## src/rtl/mem_arbiter.sv

```systemverilog
// Two-requester memory arbiter: instruction fetch (IF) and load/store (MEM) share one
// memory-controller port, with MEM priority bounded by a starvation counter for IF.
module mem_arbiter #(
  parameter int ADDR_W     = 32,
  parameter int DATA_W     = 32,
  parameter int STARVE_MAX = 4
) (
  input  logic                clk,
  input  logic                rst_n,
  input  logic                i_IF_req,
  input  logic [ADDR_W-1:0]   i_IF_addr,
  output logic                o_IF_busy,
  output logic                o_IF_valid,
  output logic [DATA_W-1:0]   o_IF_inst,
  output logic [ADDR_W-1:0]   o_IF_addr,
  input  logic                i_MEM_req,
  input  logic                i_MEM_we,
  input  logic [ADDR_W-1:0]   i_MEM_addr,
  input  logic [DATA_W-1:0]   i_MEM_wdata,
  input  logic [DATA_W/8-1:0] i_MEM_wmask,
  output logic                o_MEM_busy,
  output logic                o_MEM_valid,
  output logic [DATA_W-1:0]   o_MEM_rdata,
  output logic [1:0]          o_MC_rw_flag,
  output logic [ADDR_W-1:0]   o_MC_addr,
  output logic [DATA_W-1:0]   o_MC_write_data,
  output logic [DATA_W/8-1:0] o_MC_write_mask,
  input  logic                i_MC_busy,
  input  logic                i_MC_done,
  input  logic [DATA_W-1:0]   i_MC_read_data
);

  localparam int MASK_W = DATA_W / 8;
  localparam int CNT_W  = $clog2(STARVE_MAX + 1);
  localparam logic [CNT_W-1:0] STARVE_LIM = CNT_W'(STARVE_MAX);

  typedef enum logic [1:0] {
    IDLE  = 2'd0,
    ISSUE = 2'd1,
    WAIT  = 2'd2
  } state_e;

  state_e              state_q, state_d;
  logic                ownerMem_q, ownerMem_d;
  logic                we_q, we_d;
  logic [ADDR_W-1:0]   addr_q, addr_d;
  logic [DATA_W-1:0]   wdata_q, wdata_d;
  logic [MASK_W-1:0]   wmask_q, wmask_d;
  logic [CNT_W-1:0]    starve_q, starve_d;
  logic                ifValid_q, ifValid_d;
  logic                memValid_q, memValid_d;
  logic [DATA_W-1:0]   ifInst_q, ifInst_d;
  logic [ADDR_W-1:0]   ifAddr_q, ifAddr_d;
  logic [DATA_W-1:0]   memRdata_q, memRdata_d;

  always_ff @(posedge clk or negedge rst_n) begin
    if (!rst_n) begin
      state_q    <= IDLE;
      ownerMem_q <= 1'b0;
      we_q       <= 1'b0;
      addr_q     <= '0;
      wdata_q    <= '0;
      wmask_q    <= '0;
      starve_q   <= '0;
      ifValid_q  <= 1'b0;
      memValid_q <= 1'b0;
      ifInst_q   <= '0;
      ifAddr_q   <= '0;
      memRdata_q <= '0;
    end else begin
      state_q    <= state_d;
      ownerMem_q <= ownerMem_d;
      we_q       <= we_d;
      addr_q     <= addr_d;
      wdata_q    <= wdata_d;
      wmask_q    <= wmask_d;
      starve_q   <= starve_d;
      ifValid_q  <= ifValid_d;
      memValid_q <= memValid_d;
      ifInst_q   <= ifInst_d;
      ifAddr_q   <= ifAddr_d;
      memRdata_q <= memRdata_d;
    end
  end

  // Requesters answer a valid pulse within that same cycle, so IDLE arbitrates on the raw
  // request lines and back-to-back MEM traffic can genuinely starve IF.
  always_comb begin
    state_d    = state_q;
    ownerMem_d = ownerMem_q;
    we_d       = we_q;
    addr_d     = addr_q;
    wdata_d    = wdata_q;
    wmask_d    = wmask_q;
    starve_d   = starve_q;
    ifValid_d  = 1'b0;
    memValid_d = 1'b0;
    ifInst_d   = ifInst_q;
    ifAddr_d   = ifAddr_q;
    memRdata_d = memRdata_q;

    case (state_q)
      IDLE: begin
        if (i_MEM_req && !(i_IF_req && starve_q == STARVE_LIM)) begin
          state_d    = ISSUE;
          ownerMem_d = 1'b1;
          we_d       = i_MEM_we;
          addr_d     = i_MEM_addr;
          wdata_d    = i_MEM_wdata;
          wmask_d    = i_MEM_wmask;
          if (!i_IF_req) begin
            starve_d = '0;
          end else if (starve_q != STARVE_LIM) begin
            starve_d = starve_q + CNT_W'(1);
          end
        end else if (i_IF_req) begin
          state_d    = ISSUE;
          ownerMem_d = 1'b0;
          we_d       = 1'b0;
          addr_d     = i_IF_addr;
          wdata_d    = '0;
          wmask_d    = '0;
          starve_d   = '0;
        end
      end
      ISSUE: begin
        if (!i_MC_busy) begin
          state_d = WAIT;
        end
      end
      WAIT: begin
        if (i_MC_done) begin
          state_d = IDLE;
          if (ownerMem_q) begin
            memValid_d = 1'b1;
            if (!we_q) begin
              memRdata_d = i_MC_read_data;
            end
          end else begin
            ifValid_d = 1'b1;
            ifInst_d  = i_MC_read_data;
            ifAddr_d  = addr_q;
          end
        end
      end
      default: state_d = IDLE;
    endcase
  end

  // The controller command is only presented while ISSUE waits for acceptance.
  always_comb begin
    o_MC_rw_flag    = 2'b00;
    o_MC_addr       = '0;
    o_MC_write_data = '0;
    o_MC_write_mask = '0;
    if (state_q == ISSUE) begin
      o_MC_rw_flag = we_q ? 2'b10 : 2'b01;
      o_MC_addr    = addr_q;
      if (we_q) begin
        o_MC_write_data = wdata_q;
        o_MC_write_mask = wmask_q;
      end
    end
  end

  assign o_IF_busy   = rst_n & i_IF_req & ~ifValid_q;
  assign o_MEM_busy  = rst_n & i_MEM_req & ~memValid_q;
  assign o_IF_valid  = ifValid_q;
  assign o_MEM_valid = memValid_q;
  assign o_IF_inst   = ifInst_q;
  assign o_IF_addr   = ifAddr_q;
  assign o_MEM_rdata = memRdata_q;

endmodule

```

## config.mk

```make
export PLATFORM = sky130hd
export DESIGN_NAME = mem_arbiter
export DESIGN_NICKNAME = d
export VERILOG_FILES = /design/src/rtl/mem_arbiter.sv
export SDC_FILE = /design/constraint.sdc
export NUM_CORES = 1
export LEC_CHECK = 0
export CAP_MARGIN = 25
export CORE_UTILIZATION = 35
export CTS_CLUSTER_DIAMETER = 120
export DETAILED_ROUTE_END_ITERATION = 8
export PLACE_DENSITY = 0.65
export SYNTH_ARGS = -nofsm -noshare
export SYNTH_HDL_FRONTEND = slang
export SYNTH_SLANG_ARGS = --single-unit
```

## constraint.sdc

```tcl
create_clock -name clk -period 2.8 [get_ports clk]
set_input_delay 0.28 -clock clk [delete_from_list [all_inputs] [get_ports clk]]
set_output_delay 0.28 -clock clk [all_outputs]
set_load 0.005 [all_outputs]
```

==> impl_metrics.ini <==
[status]
outcome = completed

[critical_path]
end_kind = primary output
worstPathArrival_ps = 2330
startpoint = state_q[1]
worstSetupEndpoint = o_MC_addr[2]
reg2regPathDepth = 7
worstReg2RegStart = starve_q[0]
start_kind = register
path_class = reg -> out
required_ps = 2520
crit_fanout = 26
ff2ff_setup_slack_ps = 700
r2r_end = addr_q[1]

[drt]
drt-pass1-iter-count = 4
drcViolationCount = 0
dr.first_iter.drc_count = 254
vias_per_cell = 5.07
via_count = 5924
ant_nets = 0
wl_per_cell_um = 19.1
drt-total-wl_mm = 22.3

[yosys]
synth.net_count = 733
synth_seq_cells = 173
synth_edf_count = 0
ys_seq_area_share_pct = 56.7
synthCells = 592
netlist_area_mm2 = 0.00764
synthArstFlopShare_pct = 100
synth_cell_types = 31
synth_flop_cell = dfrtp_1
ys_warn_count = 0
syn_area_per_cell_um2 = 12.9

[clocking]
clockBufferDepth = 2
cts_sinks = 173
cts_made_buffers = 17
cts_max_level = 4
clk_pin_slew_ps = 70
cts-root-buf = clkbuf_16
clock_latency_ps = 420
cts_resized = 0
cts.repair_timing.setup_buffer_count = 0
cts_hold_buf = 1
cts_tree = yes

[worst_hold_path]
hp-class = in -> async

[global_routing]
met1_usage_pct = 26.2
grt-busiest-layer = met2
grt_pass1_vias = 5919
use_met2_pct = 32.1
track_usage_pct = 20.1
grt_start_max_net_pins = 133
use_met3_pct = 5.64
antenna_found_initial = 2
grt_pass1_wl_mm = 34.5
grt_overflow = 0

[die]
initial_core_util_pct = 36.0
io-pin-count = 309
die-area_mm2 = 0.0224
die_y_um = 150
coreArea_mm2 = 0.0212
rows = 53
chipWidth_um = 150

[power_and_ir_drop]
power_density_mw_per_mm2 = 1010
peakVddDrop_v = 0.000501
cellLeakagePower_uw = 0.00496

[sta]
hold_slack_ps = 380
skew_ps = 10.9
finalSetupViolations = 0
worst_pin_slew_ps = 745
rsz0062_at_grt = no
hold_viol_final = 0
max_slew_margin_pct = 50.4
fin_ws_ps = 194
timing.fmax_mhz = 384
slew_viol_final = 0
tns_ps = 0
post-route-min-period_ps = 2610
post-route-period-util_pct = 93.1

[job]
max_cap_violations = 0

[final_layout]
multi_input_area_mm2 = 0.00289
fin_cells = 1168
final_cell_mix = 307 x clkdlybuf4s50_1, 173 x dfrtp_1, 73 x mux2_2
syn_to_final_growth_pct = 50.7
final_common_cell = clkdlybuf4s50_1
nFillCells = 1867
final_layout_size_suffix_gt1_share_pct = 17.6
final_nets = 1019
seq_area_mm2 = 0.00433

[placed_design]
hpwl_mm = 15.3
post-place-cells = 1133
post-place-ws_ps = 492
portBuffers = 308
place_congestion = 0.759
-- how the worst min path moves through the flow --
stage / start / end / slack [ps] / cells past startpoint
4_1_cts: rst_n / o_MEM_rdata[16] / 380 / 2
3_3_place_gp: rst_n / o_MEM_valid / 250 / 1
5_1_grt: rst_n / wdata_q[27] / 400 / 2
6_report: rst_n / o_MEM_valid / 380 / 2
2_1_floorplan: rst_n / addr_q[0] / -20 / 0
3_5_place_dp: rst_n / o_MEM_valid / 250 / 1
-- flip-flops by register name, indices dropped and copies added, names as in the netlist, 2 cells and up --
register     flops
state_q          2
addr_q          32
starve_q         3
wmask_q          4
o_MEM_rdata     32
o_IF_inst       32
wdata_q         32
o_IF_addr       32
-- through the flow --
step | util (%) | power, µW | cell area, µm²
finish | 54.3 | 11600 | 11500
global route | 54.3 | 12400 | 11500
CTS | 54.2 | 11800 | 11500
detailed placement | 51.6 | 9460 | 10900
global placement | 51.5 | 9350 | 10900
floorplan | - | 6700 | 7640
-- cell usage after synthesis (2+ instances only) --
| library cell | instances | share of area [%] |
|---|---|---|
| dfrtp_1 | 173 | 57 |
| mux2_2 | 73 | 11 |
| a22o_1 | 37 | 4.2 |
| and3_1 | 37 | 3.0 |
| and2_1 | 34 | 2.8 |
| inv_1 | 34 | 1.7 |
| nand3_1 | 33 | 2.2 |
| nand4_1 | 32 | 2.6 |
| o221ai_2 | 30 | 5.9 |
| clkbuf_1 | 28 | 1.4 |
| mux2_1 | 23 | 3.4 |
| buf_2 | 15 | 0.98 |
| buf_6 | 9 | 1.3 |
| buf_4 | 5 | 0.49 |
| nand2_1 | 5 | 0.25 |
| nor2_1 | 3 | 0.15 |
| nor2b_1 | 3 | 0.25 |
| a32o_1 | 2 | 0.26 |
| ha_1 | 2 | 0.33 |
| nand2b_1 | 2 | 0.16 |
| o221ai_1 | 2 | 0.23 |
-- per-layer routing --
metal / routed length [µm] / vias up
met4: 469 / 0
li1: - / 2732
met1: 9560 / 2933
met5: 0 / -
met2: 10500 / 229
met3: 1720 / 30
-- report_power, final --
group	internal (µW)	switching [µW]	leakage (µW)
Clock	1180	1100	0.000272
Sequential	3640	671	0.00216
Combinational	3040	1990	0.00253
-- final cells by class --
type	instances	share of cell area (%)
clock inverter	14	1.12
antenna	2	0.0435
tap	275	2.99
multi-input combinational	327	25.1
clock buffer	18	3.73
timing repair buffer	325	28.3
inverter	34	1.11
sequential	173	37.6
-- cell families after synthesis --
family / share of synthesized area [%]
buffers and inverters: 5.89
XOR/XNOR: 0.115
flip-flops: 56.7
multiplexers: 14.1
AND/OR/NAND/NOR: 11.9
adder cells (fa/ha/maj): 0.327
AO/OA/AOI/OAI: 11.0
-- critical path, cell delays in order (launching register included) --
cell and delay (ps):
dfrtp_1 450, nor2b_4 350, buf_4 370, and2_1 190, clkdlybuf4s50_1 540
Note: power is estimated with default switching activity, not from simulation.
